[config.mk]
export PLATFORM = sky130hd
export DESIGN_NAME = seq_shift_mul_flat
export DESIGN_NICKNAME = d
export VERILOG_FILES = /design/src/rtl/seq_shift_mul_if.sv /design/src/rtl/seq_shift_mul.sv /design/src/flat_wrapper.sv
export SDC_FILE = /design/constraint.sdc
export NUM_CORES = 1
export LEC_CHECK = 0
export BUFFER_PORTS_ARGS = -buffer_cell sky130_fd_sc_hd__buf_4
export CAP_MARGIN = 10
export CELL_PAD_IN_SITES_DETAIL_PLACEMENT = 1
export CELL_PAD_IN_SITES_GLOBAL_PLACEMENT = 2
export CORE_ASPECT_RATIO = 0.8
export CORE_UTILIZATION = 37
export DETAILED_ROUTE_END_ITERATION = 12
export PLACE_DENSITY_LB_ADDON = 0.1
export SYNTH_ARGS = -nofsm -noshare
export SYNTH_HDL_FRONTEND = slang
export SYNTH_SLANG_ARGS = --single-unit
[constraint.sdc]
create_clock -name clk -period 4.1 [get_ports clk]
set_input_delay 0.82 -clock clk [delete_from_list [all_inputs] [get_ports clk]]
set_output_delay 0.82 -clock clk [all_outputs]
set_load 0.02 [all_outputs]
[src/rtl/seq_shift_mul_if.sv]
// Handshake bundle for seq_shift_mul: operand channel in, product channel out.
interface seq_shift_mul_if #(
  parameter int WIDTH = 8
) ();
  logic               in_valid;
  logic               in_ready;
  logic [WIDTH-1:0]   a;
  logic [WIDTH-1:0]   b;
  logic               out_valid;
  logic               out_ready;
  logic [2*WIDTH-1:0] y;
  logic               fast;
  logic               busy;

  modport slave (
    input  in_valid, a, b, out_ready,
    output in_ready, out_valid, y, fast, busy
  );

  modport master (
    output in_valid, a, b, out_ready,
    input  in_ready, out_valid, y, fast, busy
  );
endinterface

[src/rtl/seq_shift_mul.sv]
// Multi-cycle unsigned WIDTH x WIDTH multiplier. Zero / power-of-two operands
// resolve to one shift; everything else retires STEP multiplier bits per cycle.
module seq_shift_mul #(
  parameter int WIDTH     = 8,
  parameter int STEP      = 1,
  parameter int FAST_PATH = 1
) (
  input logic           clk,
  input logic           rst_n,
  seq_shift_mul_if.slave bus
);
  localparam int ITER = WIDTH / STEP;
  localparam int CW   = $clog2(ITER) + 1;
  localparam int W2   = 2 * WIDTH;

  typedef enum logic [1:0] {IDLE, RUN, DONE} state_t;

  state_t            state_q, state_d;
  logic [W2-1:0]     acc_q, acc_d;
  logic [W2-1:0]     mcand_q, mcand_d;
  logic [WIDTH-1:0]  mplier_q, mplier_d;
  logic [CW-1:0]     cnt_q, cnt_d;
  logic [W2-1:0]     y_q, y_d;
  logic              fast_q, fast_d;

  logic [W2-1:0]     pp [STEP];
  logic [W2-1:0]     step_sum;
  logic              fast_hit;
  logic [W2-1:0]     fast_y;
  logic              a_onehot, b_onehot;

  // One gated, pre-shifted copy of the multiplicand per retired multiplier bit.
  for (genvar gi = 0; gi < STEP; gi++) begin : g_pp
    assign pp[gi] = mplier_q[gi] ? (mcand_q << gi) : '0;
  end

  // Accumulator value after this RUN cycle.
  always_comb begin
    step_sum = acc_q;
    for (int k = 0; k < STEP; k++) begin
      step_sum = step_sum + pp[k];
    end
  end

  // Fast-path classification of the offered operands, priority zero > a > b.
  always_comb begin
    fast_hit = 1'b0;
    fast_y   = '0;
    a_onehot = (bus.a != '0) && ((bus.a & (bus.a - WIDTH'(1))) == '0);
    b_onehot = (bus.b != '0) && ((bus.b & (bus.b - WIDTH'(1))) == '0);
    if (FAST_PATH != 0) begin
      if (bus.a == '0 || bus.b == '0) begin
        fast_hit = 1'b1;
      end else if (a_onehot) begin
        fast_hit = 1'b1;
        for (int k = 0; k < WIDTH; k++) begin
          if (bus.a[k]) fast_y = {{WIDTH{1'b0}}, bus.b} << k;
        end
      end else if (b_onehot) begin
        fast_hit = 1'b1;
        for (int k = 0; k < WIDTH; k++) begin
          if (bus.b[k]) fast_y = {{WIDTH{1'b0}}, bus.a} << k;
        end
      end
    end
  end

  // Next-state and datapath updates for IDLE/RUN/DONE.
  always_comb begin
    state_d  = state_q;
    acc_d    = acc_q;
    mcand_d  = mcand_q;
    mplier_d = mplier_q;
    cnt_d    = cnt_q;
    y_d      = y_q;
    fast_d   = fast_q;
    case (state_q)
      IDLE: begin
        if (bus.in_valid) begin
          if (fast_hit) begin
            y_d     = fast_y;
            fast_d  = 1'b1;
            state_d = DONE;
          end else begin
            acc_d    = '0;
            mcand_d  = {{WIDTH{1'b0}}, bus.a};
            mplier_d = bus.b;
            cnt_d    = '0;
            fast_d   = 1'b0;
            state_d  = RUN;
          end
        end
      end
      RUN: begin
        acc_d    = step_sum;
        mcand_d  = mcand_q << STEP;
        mplier_d = mplier_q >> STEP;
        cnt_d    = cnt_q + CW'(1);
        // Fixed ITER-cycle latency: no early exit when the multiplier empties.
        if (cnt_q == CW'(ITER - 1)) begin
          y_d     = step_sum;
          state_d = DONE;
        end
      end
      DONE: begin
        if (bus.out_ready) state_d = IDLE;
      end
      default: state_d = IDLE;
    endcase
  end

  // State register; reset abandons any operation in flight.
  always_ff @(posedge clk or negedge rst_n) begin
    if (!rst_n) begin
      state_q  <= IDLE;
      acc_q    <= '0;
      mcand_q  <= '0;
      mplier_q <= '0;
      cnt_q    <= '0;
      y_q      <= '0;
      fast_q   <= 1'b0;
    end else begin
      state_q  <= state_d;
      acc_q    <= acc_d;
      mcand_q  <= mcand_d;
      mplier_q <= mplier_d;
      cnt_q    <= cnt_d;
      y_q      <= y_d;
      fast_q   <= fast_d;
    end
  end

  assign bus.in_ready  = (state_q == IDLE);
  assign bus.out_valid = (state_q == DONE);
  assign bus.busy      = (state_q != IDLE);
  assign bus.y         = y_q;
  assign bus.fast      = fast_q;
endmodule
[src/flat_wrapper.sv]
// flat-port wrapper written by rule: the top's interface ports become plain ports
module seq_shift_mul_flat 
#(
  parameter int WIDTH     = 8,
  parameter int STEP      = 1,
  parameter int FAST_PATH = 1
)
  (clk, rst_n, bus_in_valid, bus_a, bus_b, bus_out_ready, bus_in_ready, bus_out_valid, bus_y, bus_fast, bus_busy);
  seq_shift_mul_if #(.WIDTH(WIDTH)) bus_i ();
  input logic clk;
  input logic rst_n;
  input wire logic [$bits(bus_i.in_valid)-1:0] bus_in_valid;
  input wire logic [$bits(bus_i.a)-1:0] bus_a;
  input wire logic [$bits(bus_i.b)-1:0] bus_b;
  input wire logic [$bits(bus_i.out_ready)-1:0] bus_out_ready;
  output wire logic [$bits(bus_i.in_ready)-1:0] bus_in_ready;
  output wire logic [$bits(bus_i.out_valid)-1:0] bus_out_valid;
  output wire logic [$bits(bus_i.y)-1:0] bus_y;
  output wire logic [$bits(bus_i.fast)-1:0] bus_fast;
  output wire logic [$bits(bus_i.busy)-1:0] bus_busy;
  assign bus_i.in_valid = bus_in_valid;
  assign bus_i.a = bus_a;
  assign bus_i.b = bus_b;
  assign bus_i.out_ready = bus_out_ready;
  assign bus_in_ready = bus_i.in_ready;
  assign bus_out_valid = bus_i.out_valid;
  assign bus_y = bus_i.y;
  assign bus_fast = bus_i.fast;
  assign bus_busy = bus_i.busy;
  seq_shift_mul #(.WIDTH(WIDTH), .STEP(STEP), .FAST_PATH(FAST_PATH)) u_core (.clk(clk), .rst_n(rst_n), .bus(bus_i));
endmodule
==> results of run 1 <==
==> worst reg2reg max path, stage by stage, from the launching register on <==
cell and delay, ns:
dfrtp_1 0.58, and2_1 0.25, ha_1 0.24, fa_1 0.46, a211o_1 0.33, a21oi_1 0.22, nor2_1 0.11, a221oi_1 0.50
mux2i_1 0.24, nor2_1 0.07, o31a_1 0.31
==> state kept, by name, summed over array words and instances (netlist names) <==
register,flops
u_core.state_q,2
u_core.cnt_q,4
u_core.mplier_q,8
u_core.bus.y,16
u_core.bus.fast,1
u_core.mcand_q,16
u_core.acc_q,16
==> synth_stat cells, types with 6 or more instances <==
cell type / count
clkbuf_1: 38
ha_1: 16
nand2_1: 53
o31a_1: 9
a21oi_1: 71
o21a_1: 8
nor2_1: 48
a221oi_1: 13
mux2i_1: 17
a21o_1: 16
or3_1: 7
inv_1: 21
a22o_1: 8
a221o_1: 6
dfrtp_1: 63
buf_1: 6
nand2b_1: 16
o211ai_1: 6
xnor2_1: 12
o31ai_1: 7
and2_1: 17
o21ai_0: 38
nor3_1: 8
==> stage by stage <==
step           hold slack (ns)  instance area [um2]  power (mW)
6_report                 0.492                 5590        4.41
5_1_grt                  0.509                 5590        4.74
4_1_cts                  0.499                 5590        4.45
3_5_place_dp             0.487                 5230        3.47
3_3_place_gp             0.471                 5230        3.39
2_1_floorplan            0.453                 4890        2.77
==> final timing paths <==
path / start / end / slack (ns)
max in group asynchronous: rst_n / u_core.acc_q[9] / 2.95
max: u_core.mplier_q[0] / u_core.bus.y[14] / 0.69
min in group asynchronous: rst_n / u_core.bus.y[1] / 0.59
min reg2reg: u_core.acc_q[10] / u_core.acc_q[10] / 0.49
max reg2reg: u_core.mplier_q[0] / u_core.bus.y[14] / 0.69
min: u_core.acc_q[10] / u_core.acc_q[10] / 0.49
==> kinds of logic (layout without fill, tap and decap cells) <==
logic type	Yosys count	after routing	share of synthesized area [%]
fa+ha+maj	19	19	4.92
compound gates	231	231	31.8
simple gates	179	179	17.7
mux	20	20	4.17
xor+xnor	15	15	2.69
buf+inv	74	83	6.43
flops	63	63	32.3
==> layout make-up <==
class	count	area, um2	share of cell area (%)
multi-input cells	464	3010	53.8
well taps	175	219	3.92
repair buffers	46	345	6.18
clock inverters	6	133	2.37
flip-flops and latches	63	1580	28.2
inverters	21	78.8	1.41
clock buffers	10	229	4.10
==> metal layers <==
metal / vias to the layer above / global-route usage, %
met1: 2415 / 39.3
met4: 0 / 3.28
met5: - / 0
met3: 4 / 3.74
met2: 116 / 37.6
li1: 2216 / -
==> where the power goes <==
| group | internal [mW] | switching (mW) | leakage, nW |
|---|---|---|---|
| combinational | 0.967 | 1.34 | 1.51 |
| clock | 0.655 | 0.287 | 0.173 |
| sequential | 0.926 | 0.236 | 0.769 |
| total | 2.55 | 1.86 | 2.45 |
==> summary.md, run 1 <==
| Metric | Value |
|---|---|
| Run status | `finished, final reports clean` |
| GPL Wtd Cong | `0.822` |
| Via density | `6.05` |
| Final Hold Vio Count | `0` |
| Synth area leaders | `dfrtp_1, a21oi_1, ha_1` |
| Clock Skews | `0.00685 ns` |
| GRT Resource Usage Total | `25.3%` |
| Most frequent cells in the layout | `a21oi_1, dfrtp_1, nand2_1` |
| Layout cells sized above 1 | `12.1%` |
| Share of the cycle needed by the critical path after routing | `83.2%` |
| Max-cap viol count | `0` |
| Ys async rst share | `100%` |
| CP Data Arrival Time | `3.63 ns` |
| Worst path bufs/invs | `0` |
| Crit Path Class | `flop to flop` |
| First-pass GRT wire length | `26600 um` |
| Finished Layout Cells | `785` |
| Min Tclk post-route | `3.41 ns` |
| Initial Util | `38.0%` |
| Clock sink count | `63` |
| CP max stage delay | `0.58 ns` |
| Die W | `130 um` |
| Number of global-route vias before repair | `4758` |
| # DRC | `0` |
| Setup crit start kind | `flop` |
| Synth Warn # | `0` |
| Setup_tns | `0 ns` |
| Met2 wire len | `7440 um` |
| Antenna cells | `0` |
| Req. time, crit path | `4.32 ns` |
| Dpl hpwl | `11600 um` |
| Slew Limit Fails | `0` |
| Post-synth top area share | `32.3%` |
| Most common cell after layout, fill and taps aside | `a21oi_1` |
| Row cnt | `37` |
| Number of I/O pins | `40` |
| Slew of the pin with the lowest slew margin | `0.998 ns` |
| RSZ-0062 raised after global routing | `no` |
| Post-synthesis sequential area ratio | `32.3%` |
| Number of synthesized flops with an enable pin | `0` |
| Clk pin slew, worst setup/hold paths | `0.06 ns` |
| Top sig layer | `met4` |
| Final setup violation count | `0` |
| DIE AREA | `0.0137 mm2` |
| Post-synth top area cell | `dfrtp_1` |
| Syn_area_per_cell | `8.13 um2` |
| Syn Std Cell Area | `0.00489 mm2` |
| Worst path cell trace | `and2_1 -> ha_1 -> fa_1 -> a211o_1 -> a21oi_1 -> nor2_1 -> a221oi_1 -> mux2i_1 -> nor2_1 -> o31a_1` |
| Number of gates resized after CTS | `0` |
| Hold Path Class | `flop to flop` |
| Main synth FF type | `dfrtp_1` |
| Pre-antenna DRT Iters | `4` |
| Post-layout util | `43.4%` |
| Stages on worst setup path | `10` |
| Metal3 WL | `712 um` |
| Hold Path Stages | `1` |
| Largest net degree at the start of global routing | `64` |
| Syn-to-layout area delta | `14.4%` |
| Total wire length | `16600 um` |
| Final WS setup | `0.688 ns` |
| Ratio of total power to cell area | `788 mW/mm2` |
| Buffers on Ports | `39` |
| Crit-path most repeated cell | `nor2_1` |
| M1 WL | `8350 um` |
| Fmax | `293 MHz` |
| H-tree Lvls | `3` |
| Setup Fix Bufs, Post-CTS | `0` |
| R2R cell count | `10` |
| Die H | `105 um` |
| Final ANT Viol Nets | `0` |
| Leakage | `2.45 nW` |
| Mapped Cells | `601` |
| Syn nets | `638` |
| Inserted Clock Buffers | `9` |
| Crit end category | `flop` |
| TritonCTS clock tree | `yes` |
| Placed cells | `769` |
| Peak supply drop | `0.385 mV` |
| Hold buffer count at CTS | `0` |
| FILL cells | `1571` |
| Antenna violations before repair | `0` |
| Worst rel slew slack | `33.2%` |
| Clock Path Buffers | `2` |
| Worst slack, placed | `0.388 ns` |
| Vias | `4751` |
| Routed len/inst | `21.1 um` |
| Clock root buffer | `clkbuf_16` |
| Total core area | `0.0129 mm2` |
| DR iter-0 viols | `296` |
| Delay-heaviest family, CP | `compound AO/OA/AOI/OAI gates` |
| Synth unique cells | `62` |
| Seq cells post-synth | `63` |
| Clock latency on the worst-skew pair | `0.33 ns` |
| Final-stage net count | `642` |
| Slowest-stage cell, CP | `dfrtp_1` |
| Critical Path Fanout Max | `17` |
| Grt ovf | `0` |
Note: power is estimated with default switching activity, not from simulation.
==> run 2, diff against run 1 <==
clock period = 3.5 ns   (was 4.1 ns; I/O delays follow)
==> run 2 against run 1 <==
  * Final cell count up 3.1%
  * Hold slack lost 0.031 ns
  * Flip-flop and latch count unchanged
  * Routed wire length grew 2.7%
  * Setup slack worse by 0.42 ns
  * Clock skew decreased by 0.0011 ns
  * Maximum frequency is 5.6% higher
  * Largest power group unchanged
  * Non-clock buffer count is 24 higher
==> summary.md, run 2 (synthesis results as in run 1) <==
| Metric | Value |
|---|---|
| Clock sink count | `63 (unchanged)` |
| Inserted Clock Buffers | `9 (unchanged)` |
| Initial Util | `38.0% (unchanged)` |
| Buffers on Ports | `39 (unchanged)` |
| Grt ovf | `0 (unchanged)` |
| Routed len/inst | `21.0 um (-0.37%)` |
| Setup Fix Bufs, Post-CTS | `0 (unchanged)` |
| Row cnt | `37 (unchanged)` |
| CP Data Arrival Time | `3.44 ns (-0.19 ns)` |
| Worst rel slew slack | `44.7% (+11 points)` |
| Die W | `130 um (unchanged)` |
| R2r setup slk | `0.27 ns (-0.42 ns)` |
| DIE AREA | `0.0137 mm2 (unchanged)` |
| Number of gates resized after CTS | `0 (unchanged)` |
| Fmax | `310 MHz (+5.6%)` |
| Final Hold Vio Count | `0 (unchanged)` |
| Crit-path most repeated cell | `nor2_1` |
| M1 WL | `8220 um (-1.5%)` |
| Crit Path Class | `flop to flop` |
| Most frequent cells in the layout | `a21oi_1, buf_4, dfrtp_1` |
| Reg-to-Reg Start | `u_core.mplier_q[0]` |
| Leakage | `2.56 nW (+4.6%)` |
| H-tree Lvls | `3 (unchanged)` |
| GPL Wtd Cong | `0.890 (+8.3%)` |
| Clock root buffer | `clkbuf_16` |
| Antenna violations before repair | `0 (unchanged)` |
| Max-cap viol count | `0 (unchanged)` |
| Vias | `4872 (+2.5%)` |
| Final setup violation count | `0 (unchanged)` |
| Syn-to-layout area delta | `17.7%` |
| Slew Limit Fails | `0 (unchanged)` |
| Final-stage net count | `666 (+3.7%)` |
| Crit end category | `flop` |
| Most common cell after layout, fill and taps aside | `a21oi_1` |
| Critical Path Fanout Max | `4 (-13)` |
| FILL cells | `1583 (+0.76%)` |
| Top sig layer | `met4` |
| Total wire length | `17000 um (+2.7%)` |
| Req. time, crit path | `3.71 ns (-0.61 ns)` |
| Setup crit start kind | `flop` |
| Slew of the pin with the lowest slew margin | `0.830 ns (-0.168 ns)` |
| Peak supply drop | `0.437 mV (+14%)` |
| Total core area | `0.0129 mm2 (unchanged)` |
| Via density | `6.02 (-0.50%)` |
| Clock Skews | `0.00580 ns (-0.00105 ns)` |
| Ratio of total power to cell area | `893 mW/mm2 (+13%)` |
| Final ANT Viol Nets | `0 (unchanged)` |
| Number of global-route vias before repair | `4717 (-0.86%)` |
| R2R cell count | `10 (unchanged)` |
| Layout cells sized above 1 | `15.5% (+3.3 points)` |
| DR iter-0 viols | `329 (+11%)` |
| Min Tclk post-route | `3.23 ns (-0.182 ns)` |
| Clock Path Buffers | `2 (unchanged)` |
| Slowest-stage cell, CP | `a221oi_1` |
| Hold Path Class | `input pin to asynchronous set/reset pin` |
| Hold buffer count at CTS | `0 (unchanged)` |
| Die H | `105 um (unchanged)` |
| Total power | `5.13 mW (+17%)` |
| Pre-antenna DRT Iters | `5 (+1)` |
| Metal3 WL | `1020 um (+43%)` |
| RSZ-0062 raised after global routing | `no` |
| Antenna cells | `0 (unchanged)` |
| Largest net degree at the start of global routing | `64 (unchanged)` |
| Number of I/O pins | `40 (unchanged)` |
| Worst reg2reg path endpoint | `u_core.bus.y[14]` |
| Met2 wire len | `7520 um (+1.1%)` |
| First-pass GRT wire length | `27100 um (+1.7%)` |
| # DRC | `0 (unchanged)` |
| Dpl hpwl | `12600 um (+8.6%)` |
| CP max stage delay | `0.54 ns (-0.04 ns)` |
| Clock latency on the worst-skew pair | `0.33 ns (about the same)` |
| GRT Resource Usage Total | `25.9% (+0.61 points)` |
| Clk pin slew, worst setup/hold paths | `0.05 ns (about the same)` |
| Worst path cell trace | `and2_1 -> ha_1 -> fa_1 -> a211o_1 -> a21oi_1 -> nor2_1 -> a221oi_1 -> mux2i_1 -> nor2_1 -> o31a_1` |
| Share of the cycle needed by the critical path after routing | `92.3% (+9.1 points)` |
| Run status | `finished, final reports clean` |
| Setup_tns | `0 ns (unchanged)` |
| TritonCTS clock tree | `yes` |
-- run 2: power breakdown --
group          switching [mW]  internal (mW)
clock network           0.327          0.702
registers               0.264           1.09
logic                    1.58           1.17
-- run 2: worst max path at each step --
stage | cells past startpoint | startpoint | to
2_1_floorplan | 8 | bus_a[4] | u_core.bus.y[5]
3_3_place_gp | 9 | bus_a[5] | u_core.bus.y[12]
3_5_place_dp | 8 | bus_b[0] | u_core.bus.y[10]
4_1_cts | 10 | u_core.mplier_q[0] | u_core.bus.y[14]
5_1_grt | 10 | u_core.mplier_q[0] | u_core.bus.y[14]
6_report | 10 | u_core.mplier_q[0] | u_core.bus.y[14]
-- run 2: layout make-up --
type                       instances  area [um2]  share of cell area, %
tap                              175         219                   3.81
clock buffer                      14         284                   4.94
timing repair buffer              70         526                   9.14
clock inverter                     2        60.1                   1.04
multi-input combinational        464        3010                   52.3
inverter                          21        78.8                   1.37
sequential                        63        1580                   27.4
-- run 2: per-stage QoR --
stage / hold WS, ns / cells / instance area (um2) / util, % / setup WS (ns)
6_report: 0.460 / 809 / 5750 / 44.7 / 0.270
4_1_cts: 0.494 / 809 / 5750 / 44.7 / 0.266
3_3_place_gp: 0.469 / 793 / 5410 / 42.0 / 0.238
2_1_floorplan: 0.404 / 601 / 4890 / - / 0.622
5_1_grt: 0.520 / 809 / 5750 / 44.7 / 0.145
3_5_place_dp: 0.481 / 793 / 5410 / 42.0 / 0.0729
-- run 2: worst max-delay path, delay by kind of cell, from the launching register on --
kind | cells | cell delay, ns
simple gates | 3 | 0.36
flops | 1 | 0.42
fa+ha+maj | 2 | 0.70
mux | 1 | 0.25
compound gates | 4 | 1.40
-- run 2: metal layers --
| metal | track usage [%] | vias to the layer above |
|---|---|---|
| li1 | - | 2262 |
| met1 | 38.7 | 2445 |
| met2 | 38.0 | 143 |
| met3 | 4.97 | 22 |
| met4 | 6.24 | 0 |
| met5 | 0 | - |
==> run 3, diff against run 2 <==
CORE_UTILIZATION = 38   (was 37)
CTS_BUF_LIST = sky130_fd_sc_hd__clkbuf_8   (was default)
CTS_CLUSTER_SIZE = 20   (was default)
MAX_ROUTING_LAYER = met4   (was default)
==> run 3 against run 2 <==
  * Flip-flop and latch count is the same
  * Final area shrank 3.1%
  * Clock power shrank 30%
  * Global-route usage grew 1.5 points
  * First-iteration DRC count shrank 15%
  * Critical path type unchanged
  * Sequential share of layout area grew 0.88 points
  * Die area shrank 2.6%
  * Largest power group unchanged
  * Combinational power is essentially flat
==> summary.md, run 3 (synthesis results as in run 1) <==
| Metric | Value |
|---|---|
| Run status | `finished, final reports clean` |
| CP max stage delay | `0.50 ns (-0.04 ns)` |
| Setup_tns | `0 ns (unchanged)` |
| Clock latency on the worst-skew pair | `0.36 ns (+0.03 ns)` |
| Worst path bufs/invs | `1 (+1)` |
| Ratio of total power to cell area | `865 mW/mm2 (-3.1%)` |
| R2r setup slk | `0.36 ns (+0.09 ns)` |
| Die W | `129 um (-1.3%)` |
| Clock sink count | `63 (unchanged)` |
| RSZ-0062 raised after global routing | `no` |
| Pre-antenna DRT Iters | `4 (-1)` |
| DR iter-0 viols | `280 (-15%)` |
| Dpl hpwl | `12200 um (-2.8%)` |
| Req. time, crit path | `3.73 ns (+0.02 ns)` |
| Clock Skews | `0.0121 ns (+0.00633 ns)` |
| Syn-to-layout area delta | `14.0%` |
| Via density | `6.02 (-0.12%)` |
| Clock Path Buffers | `2 (unchanged)` |
| Max-cap viol count | `0 (unchanged)` |
| Delay-heaviest family, CP | `compound AO/OA/AOI/OAI gates` |
| Row cnt | `36 (-2.7%)` |
| Final ANT Viol Nets | `0 (unchanged)` |
| Total core area | `0.0123 mm2 (-4.1%)` |
| Number of global-route vias before repair | `4756 (+0.83%)` |
| Peak supply drop | `0.483 mV (+10%)` |
| Slowest-stage cell, CP | `fa_1` |
| H-tree Lvls | `3 (unchanged)` |
| Crit-path most repeated cell | `nor2_1` |
| Post-layout util | `45.2% (+0.46 points)` |
| Worst setup startpoint | `u_core.mplier_q[0]` |
| Antenna violations before repair | `0 (unchanged)` |
| Number of gates resized after CTS | `0 (unchanged)` |
| Setup crit start kind | `flop` |
| Inserted Clock Buffers | `9 (unchanged)` |
| Final setup violation count | `0 (unchanged)` |
| Largest net degree at the start of global routing | `64 (unchanged)` |
| Vias | `4800 (-1.5%)` |
| Leakage | `2.47 nW (-3.5%)` |
| Worst reg2reg path endpoint | `u_core.bus.y[14]` |
| Crit Path Class | `flop to flop` |
| Worst path cell trace | `buf_4 -> and2_1 -> fa_1 -> a211o_1 -> a21oi_1 -> nor2_1 -> a221oi_1 -> mux2i_1 -> nor2_1 -> o31a_1` |
| First-pass GRT wire length | `26900 um (-0.82%)` |
| Critical Path Fanout Max | `15 (+11)` |
| # DRC | `0 (unchanged)` |
| Buffers on Ports | `39 (unchanged)` |
| GRT Resource Usage Total | `27.4% (+1.5 points)` |
| Share of the cycle needed by the critical path after routing | `89.8% (-2.5 points)` |
| Final-stage net count | `659 (-1.1%)` |
| Total wire length | `16700 um (-1.4%)` |
| Hold Path Class | `input pin to asynchronous set/reset pin` |
| Hold slack final | `0.433 ns (-0.0272 ns)` |
| Placed cells | `782 (-1.4%)` |
| Final Hold Vio Count | `0 (unchanged)` |
| Routed len/inst | `21.0 um (about the same)` |
| Hold buffer count at CTS | `0 (unchanged)` |
| Layout cells sized above 1 | `14.5% (-0.94 points)` |
| Grt ovf | `0 (unchanged)` |
| DIE AREA | `0.0133 mm2 (-2.6%)` |
| CP Data Arrival Time | `3.38 ns (-0.06 ns)` |
| Worst slack, placed | `0.112 ns (+0.0391 ns)` |
| GPL Wtd Cong | `0.878 (-1.4%)` |
| Clk pin slew, worst setup/hold paths | `0.07 ns (+0.02 ns)` |
| Crit end category | `flop` |
| Worst rel slew slack | `41.2% (-3.5 points)` |
| Slew Limit Fails | `0 (unchanged)` |
| Antenna cells | `0 (unchanged)` |
| Reg-to-Reg Start | `u_core.mplier_q[0]` |
| Die H | `103 um (-1.3%)` |
| Final WS setup | `0.359 ns (+0.0886 ns)` |
| TritonCTS clock tree | `yes` |
| Fmax | `318 MHz (+2.8%)` |
| R2R cell count | `10 (unchanged)` |
| Min Tclk post-route | `3.14 ns (-0.0886 ns)` |
| Finished Layout Cells | `798 (-1.4%)` |
| Most frequent cells in the layout | `a21oi_1, buf_4, dfrtp_1` |
| Setup Fix Bufs, Post-CTS | `0 (unchanged)` |
| Most common cell after layout, fill and taps aside | `a21oi_1` |
| Number of I/O pins | `40 (unchanged)` |
| Clock root buffer | `clkbuf_8` |
| Initial Util | `39.6% (+1.6 points)` |
| Slew of the pin with the lowest slew margin | `0.876 ns (+0.0457 ns)` |
run 3: cell count changes in the layout (fill, tap and decap cells not counted):
| cell | before | now |
|---|---|---|
| buf_4 | 70 | 63 |
| clkbuf_8 | 4 | 10 |
| clkbuf_16 | 9 | 0 |
| inv_1 | 21 | 22 |
| clkinv_4 | 0 | 1 |
| clkbuf_1 | 1 | 0 |
| clkinvlp_4 | 0 | 1 |
| clkinv_2 | 0 | 1 |
run 3: worst max path at each step:
stage                          to  slack [ns]  depth (start not counted)
6_report         u_core.bus.y[14]        0.36                         10
5_1_grt          u_core.bus.y[14]        0.12                         10
4_1_cts          u_core.bus.y[14]        0.32                         10
3_5_place_dp   u_core.mcand_q[15]        0.11                          7
3_3_place_gp      u_core.bus.y[5]        0.12                          8
2_1_floorplan     u_core.bus.y[5]        0.62                          8
run 3: per-stage QoR:
step | power, mW | instance area, um2
3_5_place_dp | 4.11 | 5350
6_report | 4.82 | 5570
2_1_floorplan | 3.24 | 4890
5_1_grt | 5.21 | 5570
3_3_place_gp | 3.99 | 5350
4_1_cts | 4.86 | 5570
run 3: area by class of cell:
type	instances	area, um2
Clock buffer	10	138
Clock inverter	6	85.1
Fill cell	1506	6770
Inverter	21	78.8
Multi-Input combinational cell	464	3010
Sequential cell	63	1580
Tap cell	171	214
Timing Repair Buffer	63	473
run 3: metal layers:
| layer | track usage [%] | vias up | part of all wire [%] |
|---|---|---|---|
| met5 | - | - | 0 |
| met4 | 5.70 | 0 | 0.72 |
| met3 | 6.38 | 13 | 5.6 |
| met2 | 41.0 | 132 | 44 |
| met1 | 37.7 | 2408 | 49 |
| li1 | - | 2247 | - |
run 3: where the power goes:
group | internal (mW) | switching [mW] | total (mW)
clock network | 0.418 | 0.302 | 0.720
logic | 1.16 | 1.60 | 2.76
registers | 1.08 | 0.256 | 1.34
